`src/rtl/mem3_pkg.sv`:
```
// Shared types for the memory-3 response collector: access size, per-lane control, FSM state.
// Latency: n/a (types and a pure helper function only).
// Backpressure: n/a.
package mem3_pkg;

    typedef logic [1:0] msize_t;

    localparam msize_t MSIZE_B = 2'd0;
    localparam msize_t MSIZE_H = 2'd1;
    localparam msize_t MSIZE_W = 2'd2;

    // Per-lane control captured when the op group is issued.
    typedef struct packed {
        logic [1:0] addr_lo;
        msize_t     msize;
        logic       memsext;
        logic       load;
    } lane_ctl_t;

    typedef enum logic [1:0] {
        IDLE,
        WAIT,
        HOLD
    } m3_state_t;

    // Active load whose address cannot be served by a naturally aligned access.
    function automatic logic is_misaligned(lane_ctl_t c);
        return c.load && (((c.msize == MSIZE_H) && c.addr_lo[0]) ||
                          ((c.msize == MSIZE_W) && (c.addr_lo != 2'd0)));
    endfunction

endpackage

```
`src/rtl/mem3_resp_collect_load_align.sv`:
```
// Extracts and sign/zero-extends a byte, half or word from one raw 32-bit bus word.
// Latency: purely combinational.
// Backpressure: none.
module load_align
    import mem3_pkg::*;
(
    input  logic [31:0] word,
    input  logic [1:0]  addr_lo,
    input  msize_t      msize,
    input  logic        sext,
    output logic [31:0] rd
);

    logic [7:0]  byte_v;
    logic [15:0] half_v;

    // Select the addressed byte/half and extend it to the full register width.
    always_comb begin
        byte_v = word[7:0];
        case (addr_lo)
            2'd0:    byte_v = word[7:0];
            2'd1:    byte_v = word[15:8];
            2'd2:    byte_v = word[23:16];
            default: byte_v = word[31:24];
        endcase
        half_v = addr_lo[1] ? word[31:16] : word[15:0];
        case (msize)
            MSIZE_B: rd = {{24{sext & byte_v[7]}}, byte_v};
            MSIZE_H: rd = {{16{sext & half_v[15]}}, half_v};
            default: rd = word;
        endcase
    end

endmodule

```
`src/rtl/mem3_resp_collect.sv`:
```
// Collects per-lane dbus load responses for one op group and releases one aligned bundle (optional MEM3_MISALIGN_CHECK_EN adds misalign port).
// Latency: 0 cycles from the last resp_ok to out_valid (live data bypasses the save registers).
// Backpressure: out_ready low parks a completed bundle in HOLD; stall holds the memory stage while waiting or blocked.
module mem3_resp_collect
    import mem3_pkg::*;
#(
    parameter int N_LANES = 2,
    parameter int DATA_W  = 32
) (
    input  logic                       clk,
    input  logic                       reset,
    input  logic                       issue,
    input  logic [N_LANES-1:0]         lane_load,
    input  logic [N_LANES*2-1:0]       addr_lo,
    input  logic [N_LANES*2-1:0]       msize,
    input  logic [N_LANES-1:0]         memsext,
    input  logic [N_LANES-1:0]         resp_ok,
    input  logic [N_LANES*DATA_W-1:0]  resp_data,
    input  logic                       flush,
    input  logic                       out_ready,
    output logic                       out_valid,
    output logic [N_LANES*DATA_W-1:0]  out_rd,
    output logic                       stall
`ifdef MEM3_MISALIGN_CHECK_EN
    ,
    output logic [N_LANES-1:0]         misalign
`endif
);

    m3_state_t                         state_q, state_d;
    lane_ctl_t [N_LANES-1:0]           ctl_q, ctl_d;
    logic [N_LANES-1:0]                saved_q, saved_d;
    logic [N_LANES-1:0][DATA_W-1:0]    save_data_q, save_data_d;
    logic [N_LANES-1:0][1:0]           drop_q, drop_d;
    logic [N_LANES-1:0][2:0]           drop_sum;

    logic [N_LANES-1:0]                active, live, done, mis;
    logic                              all_done;
    logic [N_LANES-1:0][DATA_W-1:0]    src_data, aligned;

`ifdef MEM3_MISALIGN_CHECK_EN
    logic [N_LANES-1:0]                misalign_q, misalign_d;
    assign mis      = misalign_q;
    assign misalign = misalign_q;
`else
    assign mis = '0;
`endif

    // Per-lane completion: a response only belongs to this group once stale ones are drained.
    always_comb begin
        for (int i = 0; i < N_LANES; i++) begin
            active[i] = ctl_q[i].load;
            live[i]   = resp_ok[i] && (drop_q[i] == 2'd0);
            done[i]   = !active[i] || saved_q[i] || live[i] || mis[i];
        end
        all_done = &done;
    end

    // Group FSM: capture control at issue, save early responses, park blocked bundles.
    always_comb begin
        state_d     = state_q;
        ctl_d       = ctl_q;
        saved_d     = saved_q;
        save_data_d = save_data_q;
        out_valid   = 1'b0;
`ifdef MEM3_MISALIGN_CHECK_EN
        misalign_d  = misalign_q;
`endif
        case (state_q)
            IDLE: begin
                if (issue) begin
                    for (int i = 0; i < N_LANES; i++) begin
                        ctl_d[i].addr_lo = addr_lo[2*i +: 2];
                        ctl_d[i].msize   = msize[2*i +: 2];
                        ctl_d[i].memsext = memsext[i];
                        ctl_d[i].load    = lane_load[i];
`ifdef MEM3_MISALIGN_CHECK_EN
                        misalign_d[i]    = is_misaligned(ctl_d[i]);
`endif
                    end
                    if (lane_load != '0) state_d = WAIT;
                    else                 out_valid = 1'b1;
                end
            end
            WAIT: begin
                if (all_done) begin
                    out_valid = 1'b1;
                    if (out_ready) begin
                        state_d = IDLE;
                        saved_d = '0;
                    end else begin
                        state_d = HOLD;
                        for (int i = 0; i < N_LANES; i++) begin
                            if (live[i] && !saved_q[i]) save_data_d[i] = resp_data[i*DATA_W +: DATA_W];
                        end
                    end
                end else begin
                    for (int i = 0; i < N_LANES; i++) begin
                        if (live[i] && !saved_q[i]) begin
                            save_data_d[i] = resp_data[i*DATA_W +: DATA_W];
                            saved_d[i]     = 1'b1;
                        end
                    end
                end
            end
            HOLD: begin
                out_valid = 1'b1;
                if (out_ready) begin
                    state_d = IDLE;
                    saved_d = '0;
                end
            end
            default: state_d = IDLE;
        endcase
        // A squash overrides everything, including a bundle completing this cycle.
        if (flush) begin
            state_d   = IDLE;
            saved_d   = '0;
            out_valid = 1'b0;
        end
    end

    // Stale-response accounting: each lane still owed a response at flush must swallow one later.
    always_comb begin
        for (int i = 0; i < N_LANES; i++) begin
            drop_sum[i] = {1'b0, drop_q[i]}
                        - {2'b00, (resp_ok[i] && (drop_q[i] != 2'd0))}
                        + {2'b00, (flush && (state_q == WAIT) && active[i] && !saved_q[i]
                                   && !mis[i] && !live[i])};
            drop_d[i]   = (drop_sum[i] > 3'd3) ? 2'd3 : drop_sum[i][1:0];
        end
    end

    // Result path: live bypass in WAIT, saved data otherwise; idle/inactive/misaligned lanes read 0.
    always_comb begin
        out_rd = '0;
        for (int i = 0; i < N_LANES; i++) begin
            src_data[i] = (state_q == WAIT && live[i] && !saved_q[i])
                        ? resp_data[i*DATA_W +: DATA_W] : save_data_q[i];
            if (out_valid && (state_q != IDLE) && active[i] && !mis[i])
                out_rd[i*DATA_W +: DATA_W] = aligned[i];
        end
    end

    for (genvar g = 0; g < N_LANES; g++) begin : g_lane
        load_align u_align (
            .word    (src_data[g]),
            .addr_lo (ctl_q[g].addr_lo),
            .msize   (ctl_q[g].msize),
            .sext    (ctl_q[g].memsext),
            .rd      (aligned[g])
        );
    end

    assign stall = ((state_q == WAIT) && !all_done)
                || ((state_q == HOLD) && !out_ready)
                || (out_valid && !out_ready);

    // State and lane registers with synchronous reset.
    always_ff @(posedge clk) begin
        if (reset) begin
            state_q     <= IDLE;
            ctl_q       <= '0;
            saved_q     <= '0;
            save_data_q <= '0;
            drop_q      <= '0;
`ifdef MEM3_MISALIGN_CHECK_EN
            misalign_q  <= '0;
`endif
        end else begin
            state_q     <= state_d;
            ctl_q       <= ctl_d;
            saved_q     <= saved_d;
            save_data_q <= save_data_d;
            drop_q      <= drop_d;
`ifdef MEM3_MISALIGN_CHECK_EN
            misalign_q  <= misalign_d;
`endif
        end
    end

endmodule
```
`config.mk`:
```
export PLATFORM = sky130hd
export DESIGN_NAME = mem3_resp_collect
export DESIGN_NICKNAME = d
export VERILOG_FILES = /design/src/rtl/mem3_pkg.sv /design/src/rtl/mem3_resp_collect_load_align.sv /design/src/rtl/mem3_resp_collect.sv
export SDC_FILE = /design/constraint.sdc
export NUM_CORES = 1
export LEC_CHECK = 0
export ABC_AREA = 1
export CORE_MARGIN = 2
export CORE_UTILIZATION = 47
export CTS_BUF_LIST = sky130_fd_sc_hd__clkbuf_16
export CTS_CLUSTER_DIAMETER = 60
export CTS_CLUSTER_SIZE = 25
export DETAILED_ROUTE_END_ITERATION = 16
export PLACE_DENSITY_LB_ADDON = 0.05
export SLEW_MARGIN = 20
export SYNTH_ARGS = -nofsm -noshare
export SYNTH_HDL_FRONTEND = slang
export SYNTH_SLANG_ARGS = --single-unit
export TNS_END_PERCENT = 100
```
`constraint.sdc`:
```
create_clock -name clk -period 2.6 [get_ports clk]
set_clock_uncertainty 0.05 [all_clocks]
set_input_delay 0.52 -clock clk [delete_from_list [all_inputs] [get_ports clk]]
set_output_delay 0.52 -clock clk [all_outputs]
set_load 0.01 [all_outputs]
```
==> impl_metrics.ini <==
[worst_setup_path]
crit_buf_inv = 7
critPathRequiredTime_ns = 2.03
worstPathMaxFanout = 6
max_stage_delay_ns = 0.33
worstPathArrival_ns = 2.32
critPathKind = reg2out
worstSetupEndpointType = output port
crit_path_start_kind = register
path_cells = inv_2 -> nand2_2 -> buf_6 -> nor2_4 -> nand2_4 -> buf_12 -> buf_12 -> nand2_4 -> o21ai_4 -> nand2_2 -> buf_6 -> nand3_2 -> nand2_1 -> inv_1 -> a21oi_2 -> buf_2
critPathSlowestCell = dfxtp_2
cp_top_family = buffers and inverters

[floorplanning]
fp.dieArea_sq_mm = 0.0141
die_w_um = 119
pin_count = 149
start_util_pct = 48.6
core_sq_mm = 0.0127
rows = 41
die_y_um = 119

[timing]
worstMarginPinSlew_ns = 0.578
hold_violations = 0
final-setup-viol-count = 66
min_period_ns = 2.89
maxSlewHeadroom_pct = 61.2
rsz0062_at_grt = yes
slew_violations = 0
min_period_over_period_pct = 111
max_freq_mhz = 346
setup_slack_ns = -0.289

[logic_synthesis]
yosys.area.top_type = dfxtp_1
synth-seq-cells = 84
yosysWarnings = 0
syn_inst = 996
yosysUniqueCellTypes = 35
syn_area_per_cell_sq_um = 6.21
synth_top_area_share_pct = 27.2
synth_fp_nets = 1085
yosysSeqAreaShare_pct = 27.2
synth_area_sq_mm = 0.00619
netlist_top_cells_area = dfxtp_1 27%, nand2_1 16%, a21oi_1 6.6%

[drt]
drc_errors = 0
routed_wl_um = 25600
vias_per_cell = 5.72
drt-pass1-iter-count = 7
ant_nets = 0
drtIter0Drc = 1028
wl_per_cell_um = 17.9
vias = 8165

[pwr]
power_mw = 4.43
switching_share_pct = 35.0
p_per_area_mw_per_mm2 = 431
pwr-share-clk_pct = 29.7
p_comb_share_pct = 38.1
p_int_mw = 2.88
ir_drop_mv = 0.341
p_leak_nw = 4.47
p_sw_mw = 1.55
pwr-share-seq_pct = 32.2

[final_layout]
drive_gt1_share_pct = 38.3
nNetsFinal = 1340
layout.cells.non_filler = 1428
diodes = 0
mostFrequentLayoutCell = nand2_1
syn2layout_area_growth_pct = 66.3
final_cell_area_sq_mm = 0.0103
fillers = 868
layout_common_cells = 192 x nand2_1, 94 x inv_1, 92 x buf_4, 77 x dfxtp_1, 76 x clkdlybuf4s50_1

[clock_network]
tritoncts = done
ctsHoldBuffers = 0
clockRootBuffer = clkbuf_16
clk_latency_ns = 0.36
htree_levels = 3
clockBufferDepth = 2
clkTransAtPathRegs_ns = 0.06
cts_inserted_buffers = 9
cts.sinks = 84

[placement]
gp_congestion = 0.937
hpwl_um = 14700
dpl_cell_area_sq_mm = 0.00840
port_buffers = 148
numPlacedInstances = 1350

[min_path]
hold_class = reg2reg

[global_route]
grt_pass1_wl_um = 38700
grt_pass1_vias = 7766
grt_use_total_pct = 33.9
grt_overflow_total = 0
grt_max_degree = 47
grt_antenna_before_repair = 0

[status]
violations = setup timing
outcome = finished with violations

[job]
maxCapViolations = 0
[per-layer routing]
metal / GRT usage [%] / part of all wire (%) / up-vias
li1: - / - / 3796
met4: 19.3 / 5.6 / 0
met3: 7.19 / 7.3 / 124
met5: 0 / 0 / -
met1: 39.5 / 38 / 3755
met2: 57.4 / 49 / 490
[power groups by stage]
stage,sequential [mW],clock [mW],combinational (mW)
2_1_floorplan,1.43,0,0.699
3_3_place_gp,1.44,0,1.19
3_5_place_dp,1.44,0,1.21
4_1_cts,1.42,1.31,1.52
5_1_grt,1.43,1.37,1.84
6_report,1.43,1.32,1.69
[kinds of logic after synthesis]
family | after synthesis | synth area share [%]
flops | 84 | 27.2
simple gates | 496 | 36.3
fa+ha+maj | 6 | 1.46
buf+inv | 184 | 13.6
compound gates | 224 | 21.1
xor+xnor | 2 | 0.283
[synthesized netlist by cell type (all sizes together)]
master	instances
clkbuf	29
nor2	82
a31oi	2
nand4	50
nand2	263
fa	2
a21oi	113
nand3	86
a211oi	18
xor2	2
dfxtp	84
clkinv	4
and2	4
or2	6
nor3	4
ha	4
o21ai	89
nand3b	1
o21bai	1
a211o	1
buf	42
inv	109
[what timing repair did]
| action | 4_1_cts | 5_1_grt |
|---|---|---|
| buffers inserted | 47 | 17 |
| gates resized for setup | 507 | 120 |
| setup endpoints to repair | 66 | 70 |
| gates cloned | 10 | 1 |
| pin swaps | 81 | 71 |
[state kept, by name, summed over array words and instances, names as in the netlist]
| register | cells |
|---|---|
| save_data_q | 64 |
| ctl_q | 10 |
| drop_q | 4 |
| active | 2 |
| saved_q | 2 |
| state_q | 2 |
[final timing paths]
kind                                 from                      endpoint  slack [ns]  depth (start not counted)
min          save_data_q[10]$_SDFFE_PP0P_  save_data_q[10]$_SDFFE_PP0P_        0.42                          2
max reg2reg          drop_q[3]$_SDFF_PP0_          drop_q[2]$_SDFF_PP0_        0.16                         15
max                  drop_q[3]$_SDFF_PP0_                    out_rd[42]       -0.29                         16
min reg2reg  save_data_q[10]$_SDFFE_PP0P_  save_data_q[10]$_SDFFE_PP0P_        0.42                          2
[stage by stage]
stage	TNS (ns)	worst slack [ns]	util, %	hold slack, ns
after floorplan	0	0.346	-	0.390
after global placement	-54.28	-0.942	66.1	0.402
after detailed placement	-55.88	-0.979	66.1	0.404
after CTS	-10.22	-0.252	77.3	0.414
after global routing	-18.44	-0.397	80.9	0.443
final	-12.50	-0.289	80.9	0.416
[worst register-to-register path, delay by kind of cell, from the launching register on]
kind	cells	cell delay (ns)
flip-flops	1	0.33
adder cells (fa/ha/maj)	3	0.75
buffers and inverters	7	0.55
XOR/XNOR	1	0.17
AND/OR/NAND/NOR	2	0.12
AO/OA/AOI/OAI	2	0.36
[cell type report]
type,instances,area [sq um],area share (%)
clock inverters,7,66.3,0.645
clock buffers,9,225,2.19
flip-flops and latches,84,1690,16.4
repair inverters,1,8.76,0.0851
multi-input cells,728,4610,44.8
well taps,172,215,2.09
repair buffers,314,3030,29.4
inverters,113,443,4.31
Note: power is estimated with default switching activity, not from simulation.
